File: config.mk
export PLATFORM = sky130hd
export DESIGN_NAME = piece_controller
export DESIGN_NICKNAME = d
export VERILOG_FILES = /design/src/rtl/tangram_pkg.sv /design/src/rtl/sync_edge.sv /design/src/rtl/piece_controller.sv
export SDC_FILE = /design/constraint.sdc
export NUM_CORES = 1
export LEC_CHECK = 0
export ABC_CLOCK_PERIOD_IN_PS = 3300
export CORE_AREA = 2 2 73 75
export CTS_CLUSTER_SIZE = 24
export DETAILED_ROUTE_END_ITERATION = 8
export DIE_AREA = 0 0 75 77
export SKIP_CTS_REPAIR_TIMING = 1
export SLEW_MARGIN = 15
export SYNTH_ARGS = -nofsm -noshare
export SYNTH_HDL_FRONTEND = slang
export SYNTH_HIERARCHICAL = 1
export SYNTH_SLANG_ARGS = --single-unit
File: constraint.sdc
create_clock -name clk -period 3.3 [get_ports clk]
set_input_delay 0.33 -clock clk [delete_from_list [all_inputs] [get_ports clk]]
set_output_delay 0.33 -clock clk [all_outputs]
set_load 0.005 [all_outputs]
File: src/rtl/tangram_pkg.sv
// Shared constants, state type and helpers for the tangram input controller.
package tangram_pkg;

  localparam int NUM_PIECES_DEF = 7;
  localparam int H_MIN_DEF      = 215;
  localparam int V_MIN_DEF      = 26;

  localparam int DIR_UP    = 0;
  localparam int DIR_DOWN  = 1;
  localparam int DIR_LEFT  = 2;
  localparam int DIR_RIGHT = 3;

  typedef enum logic {
    IDLE = 1'b0,
    MOVE = 1'b1
  } move_state_t;

  // Highest-priority held direction: up > down > left > right.
  function automatic logic [3:0] dir_onehot(input logic [3:0] m);
    logic [3:0] r;
    r = '0;
    if (m[DIR_UP])         r[DIR_UP]    = 1'b1;
    else if (m[DIR_DOWN])  r[DIR_DOWN]  = 1'b1;
    else if (m[DIR_LEFT])  r[DIR_LEFT]  = 1'b1;
    else if (m[DIR_RIGHT]) r[DIR_RIGHT] = 1'b1;
    return r;
  endfunction

endpackage

File: src/rtl/sync_edge.sv
// Two-flop synchronizer; EDGE selects a rising-edge pulse instead of the level.
module sync_edge #(
  parameter int W    = 1,
  parameter bit EDGE = 1'b0
) (
  input  logic         clk,
  input  logic         rst_n,
  input  logic [W-1:0] d,
  output logic [W-1:0] q
);

  logic [W-1:0] sync_p0, sync_p1;

  always_ff @(posedge clk or negedge rst_n) begin
    if (!rst_n) begin
      sync_p0 <= '0;
      sync_p1 <= '0;
    end else begin
      sync_p0 <= d;
      sync_p1 <= sync_p0;
    end
  end

  if (EDGE) begin : g_edge
    logic [W-1:0] sync_p2;
    always_ff @(posedge clk or negedge rst_n) begin
      if (!rst_n) sync_p2 <= '0;
      else        sync_p2 <= sync_p1;
    end
    assign q = sync_p1 & ~sync_p2;
  end else begin : g_level
    assign q = sync_p1;
  end

endmodule

File: src/rtl/piece_controller.sv
// Shared button controller: piece selection plus raster-aligned, rate-limited
// move and rotate step pulses for the tangram shape blocks.
module piece_controller
  import tangram_pkg::*;
#(
  parameter int NUM_PIECES = NUM_PIECES_DEF,
  parameter int H_MIN      = H_MIN_DEF,
  parameter int V_MIN      = V_MIN_DEF,
  parameter int MOVE_DIV   = 507,
  parameter int ROT_FRAMES = 60
) (
  input  logic                  clk,
  input  logic                  rst_n,
  input  logic [10:0]           hc,
  input  logic [10:0]           vc,
  input  logic                  enable,
  input  logic                  sel_btn,
  input  logic [3:0]            move_in,
  input  logic                  rotate_in,
  output logic [2:0]            sel_idx,
  output logic [NUM_PIECES-1:0] piece_en,
  output logic [3:0]            move_step,
  output logic                  rotate_step,
  output logic                  busy
);

  localparam int LCW = (MOVE_DIV > 1) ? $clog2(MOVE_DIV) : 1;
  localparam int FCW = (ROT_FRAMES > 1) ? $clog2(ROT_FRAMES) : 1;
  localparam logic [LCW-1:0] LINE_LAST  = LCW'(MOVE_DIV - 1);
  localparam logic [FCW-1:0] FRAME_LAST = FCW'(ROT_FRAMES - 1);
  localparam logic [2:0]     SEL_LAST   = 3'(NUM_PIECES - 1);

  logic       sel_rise;
  logic [3:0] mv;
  logic       rot;

  sync_edge #(.W(1), .EDGE(1'b1)) u_sync_sel (
    .clk(clk), .rst_n(rst_n), .d(sel_btn), .q(sel_rise)
  );

  sync_edge #(.W(5), .EDGE(1'b0)) u_sync_lvl (
    .clk(clk), .rst_n(rst_n), .d({rotate_in, move_in}), .q({rot, mv})
  );

  logic line_start, frame_start;
  assign line_start  = (hc == 11'(H_MIN));
  assign frame_start = line_start && (vc == 11'(V_MIN));

  move_state_t    state, state_d;
  logic [LCW-1:0] line_cnt, line_cnt_d;
  logic [3:0]     step_d;

  always_comb begin
    state_d    = state;
    line_cnt_d = line_cnt;
    step_d     = '0;
    case (state)
      IDLE: begin
        if (enable && (|mv)) begin
          state_d    = MOVE;
          line_cnt_d = '0;
        end
      end
      MOVE: begin
        if (!enable || (mv == 4'd0)) begin
          state_d    = IDLE;
          line_cnt_d = '0;
        end else if (line_start) begin
          if (line_cnt == LINE_LAST) begin
            line_cnt_d = '0;
            step_d     = dir_onehot(mv);
          end else begin
            line_cnt_d = line_cnt + LCW'(1);
          end
        end
      end
      default: state_d = IDLE;
    endcase
  end

  always_ff @(posedge clk or negedge rst_n) begin
    if (!rst_n) begin
      state     <= IDLE;
      line_cnt  <= '0;
      move_step <= '0;
      busy      <= 1'b0;
    end else begin
      state     <= state_d;
      line_cnt  <= line_cnt_d;
      move_step <= step_d;
      busy      <= (state_d == MOVE);
    end
  end

  // Selection edges arriving while a move is in progress are discarded.
  always_ff @(posedge clk or negedge rst_n) begin
    if (!rst_n) begin
      sel_idx  <= '0;
      piece_en <= '0;
    end else begin
      if ((state == IDLE) && sel_rise)
        sel_idx <= (sel_idx == SEL_LAST) ? 3'd0 : sel_idx + 3'd1;
      piece_en <= enable ? (NUM_PIECES'(1) << sel_idx) : '0;
    end
  end

  logic [FCW-1:0] frame_cnt;

  always_ff @(posedge clk or negedge rst_n) begin
    if (!rst_n) begin
      frame_cnt   <= '0;
      rotate_step <= 1'b0;
    end else begin
      rotate_step <= 1'b0;
      if (frame_start) begin
        if (frame_cnt == FRAME_LAST) begin
          frame_cnt   <= '0;
          rotate_step <= enable && rot;
        end else begin
          frame_cnt <= frame_cnt + FCW'(1);
        end
      end
    end
  end

endmodule
* After elaboration in Yosys (flattened, before gate mapping)
Cells that the tools add are included.
** Word-level totals
- Bits in registers :: 44
- Latch bits :: 0
- Bits in writable memories :: 0
- ROM bits :: 0
- Input port bits :: 31
- Memories :: 0
** Cells by class
- Add/subtract/negate cells :: 3
- Multipliers :: 0
- Div/mod/pow operators :: 0
- Magnitude comparators :: 0
- Eq/ne operators :: 7
- Shift-type cells :: 1
- Multiplexer cells :: 24
- Bitwise logic cells :: 3
- Reductions and logical operators :: 9
** Operator list (number)
- $mux W9 :: 4
- $pmux W9 S2 :: 1
- $mux W4 :: 4
- $eq A11 B5 Y1 const B :: 1
- $eq A11 B8 Y1 const B :: 1
- $add A9 B1 Y9 const B :: 1
- $eq A9 B9 Y1 const B :: 1
- $mux W1 :: 9
- $mux W7 :: 1
- $shl A1 B3 Y7 const A :: 1
- $add A6 B1 Y6 const B :: 1
- $eq A6 B6 Y1 const B :: 1
- $mux W3 :: 2
- $mux W6 :: 1
- $logic_and A1 B1 Y1 :: 4
- $logic_not A4 Y1 :: 1
- $reduce_or A4 Y1 :: 1
- $add A3 B1 Y3 const B :: 1
- $eq A3 B3 Y1 const B :: 1
- $ne A3 B2 Y1 const B :: 1
- $mux W2 :: 1
- $ne A2 B2 Y1 const B :: 1
- $not A1 Y1 :: 2
- $pmux W1 S2 :: 1
- 4 further kinds :: 4

* Depth between registers and ports, before layout
- Word-level depth :: 8
- Depth in mapped cells :: 7

* Hierarchy
Netlist, hierarchy kept.
** Modules (own cells, without submodules)
- piece_controller :: instances 1, cells an instance 148, area each 1577.8 um^2, sequential area each 775.7 um^2
- sync_edge at u_sync_lvl :: instances 1, cells an instance 10, area each 250.2 um^2, sequential area each 250.2 um^2
- sync_edge at u_sync_sel :: instances 1, cells an instance 4, area each 88.8 um^2, sequential area each 75.1 um^2

* Least setup slack after synthesis
OpenSTA, ideal clock, no wires.
- Path kind :: input-to-reg
- Start :: input port hc[9]
- End :: register frame_cnt[0]
- Arrival :: 1724 ps
- Path slack :: 1449 ps
- Cell stages on the path :: 4
- Path buffers :: 0
- Cells stage by stage :: or4b_4 nor3_4 and2_4 mux2_1
** Between the ends
- Cells in the longest elaborated chain, start to end :: 2
** RTL lines
- from (decl) :: RTL line piece_controller.sv:14 : input logic [10:0] hc,
- $eq A11 B8 Y1 :: RTL line piece_controller.sv:46 : assign line_start = (hc == 11'(H_MIN));
- $logic_and A1 B1 Y1 :: RTL line piece_controller.sv:47 : assign frame_start = line_start && (vc == 11'(V_MIN));
- to (signal assigned) :: RTL line piece_controller.sv:120 : frame_cnt <= frame_cnt + FCW'(1);
- to (decl) :: RTL line piece_controller.sv:107 : logic [FCW-1:0] frame_cnt;
Every way passes these cells.
A chain may end at the register's enable or synchronous reset.

* Worst setup path after layout
- Start :: input port hc[9]
- End :: register line_cnt[8]
** Between the ends
- Cells in the longest elaborated chain, start to end :: 3
** RTL lines
- $eq A11 B8 Y1 :: RTL line piece_controller.sv:46
- $ne A3 B2 Y1 (no line)
- $reduce_and A2 Y1 (no line)
- to (signal assigned) :: RTL line piece_controller.sv:89 : line_cnt <= line_cnt_d;
- to (decl) :: RTL line piece_controller.sv:50 : logic [LCW-1:0] line_cnt, line_cnt_d;
Every way passes these cells.

==> flow_metrics.env <==
export IMPL_clockBufferDepth=2
export IMPL_insertedDiodeCount=0
export IMPL_drv_cap=0
export IMPL_finalWirelength_um=3677
export IMPL_nFillCells=456
export IMPL_p_clk_frac=0.301
export IMPL_via_per_inst=4.926
export IMPL_start_util=0.3851
export IMPL_die_h_um=77
export IMPL_dp_hpwl_um=2748
export IMPL_grt_max_degree=45
export IMPL_r2r_slack_ns=1.47
export IMPL_cts_tree="yes"
export IMPL_seqCellArea_um2=1101
export IMPL_vias=1399
export IMPL_ios=47
export IMPL_leakagePower_nw=1.095
export IMPL_synthToLayoutAreaGrowth_pct=32.64
export IMPL_pwr_share_comb=0.163
export IMPL_cp_startpoint="hc[9]"
export IMPL_critPathCapture="line_cnt[8]"
export IMPL_clkSlewWorstSetupHoldPaths_ns=0.08
export IMPL_crit_fanout=10
export IMPL_cpLargestDelayFamily="simple AND/OR/NAND/NOR gates"
export IMPL_cpMaxStageDelayCell="or4b_4"
export IMPL_synth_edf_count=0
export IMPL_drc=0
export IMPL_final_area_um2=2542
export IMPL_cts_inserted_buffers=5
export IMPL_r2r_end="frame_cnt[3]"
export IMPL_max_freq_mhz=447.4
export IMPL_place_area_um2=2445
export IMPL_worstReg2RegStart="frame_cnt[0]"
export IMPL_pwr_share_seq=0.536
export IMPL_nets=248
export IMPL_cts_root_buf="clkbuf_8"
export IMPL_cp_start_kind="input port"
export IMPL_first_global_vias=1436
export IMPL_arrival_ns=2.40
export IMPL_fin_setup_tns_ns=0
export IMPL_crit_chain="clkdlybuf4s50_1 -> or4b_4 -> nor3_4 -> buf_4 -> o21ba_1 -> a31oi_1"
export IMPL_hold_class="in2async"
export IMPL_antenna_found_initial=0
export IMPL_seq_area_frac_synth=0.5744
export IMPL_globalRouteTotalUtil=0.1426
export IMPL_synth_cell_type_count=48
export IMPL_syn_num_nets=197
export IMPL_rows=26
export IMPL_clk_latency_ns=0.29
export IMPL_worst_slew_pin_slew_ns=0.9312
export IMPL_status="finished, final reports clean"
export IMPL_worstSetupPathType="in2reg"
export IMPL_grt_overflow=0
export IMPL_finClkSkew_ns=0.004068
export IMPL_maxSlewViolCount=0
export IMPL_rsz0062_at_grt="false"
export IMPL_reg2regPathDepth=5
export IMPL_coreArea_um2=4977
export IMPL_drive_above_1_share=0.1075
export IMPL_postLayoutCoreUtil=0.5108
export IMPL_netSwitchingFraction=0.2555
export IMPL_dr_pass1_iters=4
export IMPL_die_area_um2=5775
export IMPL_p_sw_mw=0.2966
export IMPL_grt_pass1_wl_um=6334
export IMPL_finalHoldViolCount=0
export IMPL_avgSynthCellArea_um2=11.83
export IMPL_period_needed_ns=2.235
export IMPL_post_drt_wl_per_cell_um=12.95
export IMPL_h_tree_depth=2
export IMPL_cp_depth=6
export IMPL_ir_worst_vdd_uv=242.7
export IMPL_p_int_mw=0.8641
export IMPL_yosysTopAreaCellShare=0.5744
export IMPL_setup_viol=0
export IMPL_p_per_area_nw_per_um2=456.5
export IMPL_maxSlewHeadroom=0.3792
export IMPL_drtAntennaViolNets=0
export IMPL_drt_initial_drc_count=101
export IMPL_synth_area_um2=1917
export IMPL_cp_required_ns=3.46
export IMPL_portBuffers=46
export IMPL_synth_ff_type="dfrtp_1"
export IMPL_cp_end_kind="register"
export IMPL_synthArstFlopShare=1.000
export IMPL_yosysTopAreaCell="dfrtp_1"
export IMPL_cp_slowest_stage_delay_ns=0.54
export IMPL_holdWs_ns=0.1709
export IMPL_cp_buffers_inverters=2
export IMPL_dieWidth_um=75
export IMPL_place_congestion=0.8176
export IMPL_ys_warn_count=6
export IMPL_synthTopCellsByArea="dfrtp_1 57%, nor2_1 3.1%, a31oi_1 2.9%"
export IMPL_finalCritPeriodShare=0.6773
export IMPL_synth_seq_cells=44
export IMPL_syn_inst=162
export IMPL_multi_input_area_um2=755.7
export IMPL_clock_sinks=44
final cells by class:
| cell class | count | share of cell area |
|---|---|---|
| clock inverter | 2 | 0.005906 |
| tap | 70 | 0.03445 |
| timing repair buffer | 47 | 0.1821 |
| sequential | 44 | 0.4331 |
| multi-input combinational | 105 | 0.2972 |
| clock buffer | 6 | 0.03248 |
| inverter | 10 | 0.01476 |
logic make-up after synthesis:
group,synth area share
AOI/OAI and AO/OA,0.1318
xor gates and xnor gates,0.004570
and+or+nand+nor,0.2121
muxes,0.01958
adders and majority gates,0.02611
buffers and inverters,0.03133
DFF,0.5744
sequential cells by signal (all words and copies together) (netlist names):
register                   count
state                          1
rotate_step                    1
sel_idx                        3
u_sync_lvl/sync_p0             5
u_sync_lvl/q                   5
piece_en                       7
move_step                      4
frame_cnt                      6
u_sync_sel/sync_p1             1
u_sync_sel/sync_p0             1
line_cnt                       9
u_sync_sel/g_edge.sync_p2      1
metal layers:
metal / share of wire / vias up / GRT usage
met5: 0 / - / 0
met4: 0.012 / 0 / 0.03750
met3: 0.048 / 6 / 0.04599
met2: 0.53 / 29 / 0.2535
met1: 0.41 / 682 / 0.1598
li1: - / 682 / -
cells in the final DEF, fill, tap and decap left out, types with 2 or more instances in the layout:
cell type | Yosys | layout
nor2_1 | 16 | 16
o211a_1 | 2 | 2
nand2b_1 | 3 | 3
clkdlybuf4s50_1 | 0 | 45
clkinvlp_4 | 0 | 2
mux2_1 | 2 | 2
nand3_1 | 7 | 7
o211ai_1 | 2 | 2
inv_1 | 10 | 10
or3_1 | 2 | 2
o21ai_1 | 2 | 2
nor3_1 | 5 | 5
nand2_1 | 10 | 10
and2_1 | 2 | 2
nand4b_1 | 2 | 2
o22ai_1 | 2 | 2
o21ai_0 | 5 | 5
ha_1 | 4 | 4
dfrtp_1 | 44 | 44
clkbuf_8 | 0 | 6
a21o_1 | 2 | 2
a22o_1 | 2 | 2
nor3_4 | 2 | 2
a31oi_1 | 9 | 9
worst min-delay path by stage:
stage | to | slack (ns) | cells past startpoint
2_1_floorplan | frame_cnt[0] | 0.03 | 0
3_3_place_gp | u_sync_lvl/q[0] | 0.33 | 0
3_5_place_dp | u_sync_lvl/q[2] | 0.34 | 0
4_1_cts | line_cnt[3] | 0.20 | 1
5_1_grt | u_sync_sel/g_edge.sync_p2 | 0.25 | 1
6_report | u_sync_lvl/q[0] | 0.17 | 1
stage by stage:
| step | worst slack [ns] | power [mW] | cells |
|---|---|---|---|
| 3_5_place_dp | 0.7348 | 0.8242 | 276 |
| 2_1_floorplan | 1.449 | 0.6949 | 162 |
| 4_1_cts | 1.068 | 1.179 | 284 |
| 3_3_place_gp | 0.7963 | 0.8217 | 276 |
| 5_1_grt | 0.9318 | 1.234 | 284 |
| 6_report | 1.065 | 1.161 | 284 |
Yosys cell counts (all sizes together), types with 3 or more instances:
cell,number
nand3,8
and2,3
a31oi,9
o211ai,3
nor2,16
mux2,3
nor3,7
o21ai,7
dfrtp,44
nand2b,3
inv,10
nand2,11
ha,4
power groups by stage:
stage	Sequential, mW	Clock (mW)	Combinational, mW
finish	0.622	0.349	0.190
global route	0.630	0.393	0.211
CTS	0.622	0.364	0.193
detailed placement	0.633	0	0.191
global placement	0.631	0	0.190
floorplan	0.628	0	0.0671
Power figures use the tool's default switching activity.
